--- config.mk ---
export PLATFORM = sky130hd
export DESIGN_NAME = seq_mul8_1122
export DESIGN_NICKNAME = d
export VERILOG_FILES = /design/src/rtl/seq_mul8_1122.sv
export SDC_FILE = /design/constraint.sdc
export NUM_CORES = 1
export LEC_CHECK = 0
export ABC_AREA = 1
export BUFFER_PORTS_ARGS = -buffer_cell sky130_fd_sc_hd__buf_4
export CELL_PAD_IN_SITES_DETAIL_PLACEMENT = 1
export CELL_PAD_IN_SITES_GLOBAL_PLACEMENT = 2
export CORE_AREA = 2 2 117 119
export CTS_BUF_LIST = sky130_fd_sc_hd__clkbuf_16
export CTS_CLUSTER_SIZE = 20
export DETAILED_ROUTE_END_ITERATION = 16
export DIE_AREA = 0 0 119 121
export PLACE_DENSITY_LB_ADDON = 0.1
export REMOVE_ABC_BUFFERS = 1
export SLEW_MARGIN = 40
export SYNTH_ARGS = -nofsm -noshare
export SYNTH_HDL_FRONTEND = slang
export SYNTH_SLANG_ARGS = --single-unit
--- constraint.sdc ---
create_clock -name clk -period 5.7 [get_ports clk]
set_clock_uncertainty 0.2 [all_clocks]
set_input_delay 0 -clock clk [delete_from_list [all_inputs] [get_ports clk]]
set_output_delay 0 -clock clk [all_outputs]
set_load 0.1 [all_outputs]
--- src/rtl/seq_mul8_1122.sv ---
// Handshaked 8x8 approximate multiplier that time-shares one ap1 and one ap2 4x4 unit
// over two phases. ap1 drops the two LSB result columns; ap2 replaces bit 0 with x[0]|y[0].
module seq_mul8_1122 #(
    parameter int unsigned CNT_W = 16
) (
    input  logic             clk,
    input  logic             rst_n,
    input  logic             in_valid,
    output logic             in_ready,
    input  logic [7:0]       a,
    input  logic [7:0]       b,
    output logic             out_valid,
    input  logic             out_ready,
    output logic [15:0]      prod,
    output logic             busy,
    output logic [CNT_W-1:0] op_cnt
);

    typedef enum logic [1:0] {StIdle, StPh0, StPh1, StDone} state_t;

    state_t           state_q, state_d;
    logic [7:0]       a_q, a_d, b_q, b_d;
    logic [16:0]      acc_q, acc_d;
    logic [CNT_W-1:0] cnt_q, cnt_d;
    logic [3:0]       b_nib;
    logic [7:0]       p1, p2;

    function automatic logic [7:0] ap1(input logic [3:0] x, input logic [3:0] y);
        logic [7:0] p;
        p = {4'b0000, x} * {4'b0000, y};
        return {p[7:2], 2'b00};
    endfunction

    function automatic logic [7:0] ap2(input logic [3:0] x, input logic [3:0] y);
        logic [7:0] p;
        p = {4'b0000, x} * {4'b0000, y};
        return {p[7:1], x[0] | y[0]};
    endfunction

    // Shared b nibble: high half in PH0, low half otherwise (only PH1 uses it).
    always_comb begin
        b_nib = (state_q == StPh0) ? b_q[7:4] : b_q[3:0];
        p1    = ap1(a_q[7:4], b_nib);
        p2    = ap2(a_q[3:0], b_nib);
    end

    always_comb begin
        state_d = state_q;
        a_d     = a_q;
        b_d     = b_q;
        acc_d   = acc_q;
        cnt_d   = cnt_q;
        unique case (state_q)
            StIdle: begin
                if (in_valid) begin
                    a_d     = a;
                    b_d     = b;
                    acc_d   = '0;
                    state_d = StPh0;
                end
            end
            StPh0: begin
                acc_d   = {1'b0, p1, 8'h00} + {5'b00000, p2, 4'h0};
                state_d = StPh1;
            end
            StPh1: begin
                acc_d   = acc_q + {5'b00000, p1, 4'h0} + {9'h000, p2};
                state_d = StDone;
            end
            StDone: begin
                if (out_ready) begin
                    state_d = StIdle;
                    if (cnt_q != {CNT_W{1'b1}}) begin
                        cnt_d = cnt_q + {{(CNT_W-1){1'b0}}, 1'b1};
                    end
                end
            end
            default: state_d = StIdle;
        endcase
    end

    always_ff @(posedge clk or negedge rst_n) begin
        if (!rst_n) begin
            state_q <= StIdle;
            a_q     <= '0;
            b_q     <= '0;
            acc_q   <= '0;
            cnt_q   <= '0;
        end else begin
            state_q <= state_d;
            a_q     <= a_d;
            b_q     <= b_d;
            acc_q   <= acc_d;
            cnt_q   <= cnt_d;
        end
    end

    // All outputs decode registered state only, so no input-to-output combinational path.
    assign in_ready  = (state_q == StIdle);
    assign out_valid = (state_q == StDone);
    assign busy      = (state_q != StIdle);
    assign prod      = acc_q[15:0];
    assign op_cnt    = cnt_q;

endmodule

==> impl_results.md <==
* Vias in the first global route at 4,323
* Worst hold path type: input pin to async pin
* Top cells by area, synth: dfrtp_1 (29%), ha_1 (15%), nand2_1 (15%)
* Reg2Reg Depth at 28
* Register area share after synthesis at 0.287
* Final Util at 0.409
* Cell count after synthesis at around 600
* Register bit total from synthesis at 50
* Commonest register cell after synthesis: dfrtp_1
* Most used cell, CP: nand2_1
* Top-count cell post-synth: nand2_1
* Via density at 4.67
* DR vias at 4,023
* CTS tree: yes
* Final worst path period share at 0.933
* Critical Path Start Type: flip-flop
* Synth cell count leaders: nand2_1 (175), inv_1 (96), nor2_1 (68)
* Worst-path fanout max at 9
* Total of max-cap violations at 0
* RR Startpoint: state_q[1]
* Area after DPL at 4970 um^2
* Antenna-violating nets left at 0
* Flop2flop setup slack at 0.38 ns
* Post-layout net count at 770
* Post-synth ARST share at 1.00
* Drt total wl at 12,400 um
* Outcome: finished, final reports clean
* Buffer levels on the longest clock path at 2
* DRC at 0
* Final Instance Area at around 5400 um^2
* Critical path type: flip-flop to flip-flop
* Critical path capture point type: flip-flop
* Port Buffers at 54
* Slew Limit Fails at 0
* Distinct cell type count after synthesis at 33
* Worst-path clk slew at 0.08 ns
* R2R Path End: acc_q[15]
* Least-Margin Pin Slew at roughly 0.7 ns
* Total number of yosys warnings at 0
* Critical Path Source: state_q[1]
* Slowest Stage Delay on Critical Path at 0.56 ns
* Slew HR at 0.534
* CTS buffer count at 5
* Synth area leader: dfrtp_1
* Chip height at 121 um
* Floorplan Core Area at 13,100 um^2
* Antenna cells at 0
* RePlAce Congestion at 0.847
* Layout fillers at 1,649
* Achievable Freq at around 190 MHz
* Synth-to-layout area growth at 22.9%
* Avg Inst Size Synth at just over 7 um^2
* # rows at between 40 and 50
* Placed Cells at between 800 and 900
* Top-area cell type share of the netlist area at 0.287
* IO Pins at 55
* Sinks on the clock net at 50
* Post-Layout Cell Count at 862
* Dpl hpwl at roughly 9800 um
* 1st-iter DRT viols at 119
* First-pass GRT wire length at 21,100 um
* Required time of the critical path at about 5.7 ns
* Gr ovfl total at 0
* H-tree Lvls at 2
* CP max stage cell: fa_1
* Hold Vio Cnt, Final at 0
* Post-synth design cell area at between 4000 and 5000 um^2
* TritonRoute pass-1 iters at 4
* Post-synth EDFFs at 0
* Crit path arrival time at 5.32 ns
* Worst-skew pair later-pin latency at 0.31 ns
* DR WL/cell at 14.3 um
* CTS root buf: clkbuf_16
* Largest net degree at the start of global routing at roughly 50
* Initial Util at 0.333
* Min Tclk post-route at 5.32 ns
* Total Die Area at 14,400 um^2
* Setup violations, final at 0
* Initial antenna violation count at 0
* Die width at 119 um
* Share of cells above drive strength 1 at 0.127
* Total GRT Usage at 0.184
==> registers in the layout, indices dropped and copies added, names as in the netlist <==
name / cells
a_q: 8
acc_q: 16
b_q: 8
op_cnt: 16
state_q: 2
==> per-layer routing <==
metal	global-route usage	vias up	wire length, um
li1	-	2062	-
met2	0.330	39	6120
met1	0.238	1912	5890
met4	0.0454	0	145
met5	0	-	0
met3	0.0202	10	206
==> critical path, delay by kind of cell, from the launching register on <==
kind	cells	cell delay [ns]
adder cells (fa/ha/maj)	6	2.56
AND/OR/NAND/NOR	13	1.09
buffers and inverters	6	0.43
flip-flops	1	0.39
AO/OA/AOI/OAI	2	0.38
XOR/XNOR	1	0.15
==> worst max-delay path by stage <==
stage / end / slack, ns
detailed placement: acc_q[15] / 0.13
global placement: acc_q[12] / 0.29
CTS: acc_q[15] / 0.12
finish: acc_q[15] / 0.38
floorplan: acc_q[15] / 0.52
global route: acc_q[15] / -0.009
==> repair_timing <==
action,CTS,global route
gates resized for setup,0,4
buffers inserted,0,2
endpoints found under the hold margin,72,0
endpoints found under the setup margin,0,9
hold buffers,20,0
==> area by class of cell <==
class                      count  area (um^2)  share of cell area
multi-input combinational    450         2720               0.508
tap                          176          220              0.0412
inverter                      99          372              0.0694
clock buffer                   5          125              0.0234
clock inverter                 3         21.3             0.00397
timing repair buffer          79          643               0.120
sequential                    50         1250               0.234
==> cells in the final DEF, fill, tap and decap left out, types with 2 or more instances in the layout <==
master,n
nand2_1,174
inv_1,96
nor2_1,67
buf_4,59
ha_1,52
dfrtp_1,50
nand3_1,46
a21oi_1,27
dlygate4sd3_1,20
o21ai_0,12
fa_1,12
xor2_1,11
xnor2_1,6
mux2_2,5
clkbuf_16,5
or2_2,4
nand3b_1,4
o31ai_1,3
nor4_1,3
nand4_1,3
inv_2,3
nor3_1,3
or2_1,2
nand2_2,2
nor2_2,2
and2_1,2
nor3_4,2
clkinv_4,2
==> kinds of logic after synthesis <==
group,after synthesis,synth area share
muxes,5,0.0129
AOI/OAI and AO/OA,48,0.0589
xor gates and xnor gates,17,0.0342
buffers and inverters,106,0.0928
and+or+nand+nor,315,0.306
adders and majority gates,65,0.208
DFF,50,0.287
==> metrics by stage <==
stage | worst slack, ns | TNS [ns] | hold slack, ns
2_1_floorplan | 0.522 | 0 | -0.496
3_3_place_gp | 0.294 | 0 | -0.106
3_5_place_dp | 0.133 | 0 | -0.0991
4_1_cts | 0.121 | 0 | 0.109
5_1_grt | -0.00863 | -0.00863 | 0.141
6_report | 0.384 | 0 | 0.0948
Power is not shown: default switching activity piles up to over one toggle a cycle in this logic, so the estimate is an artifact.
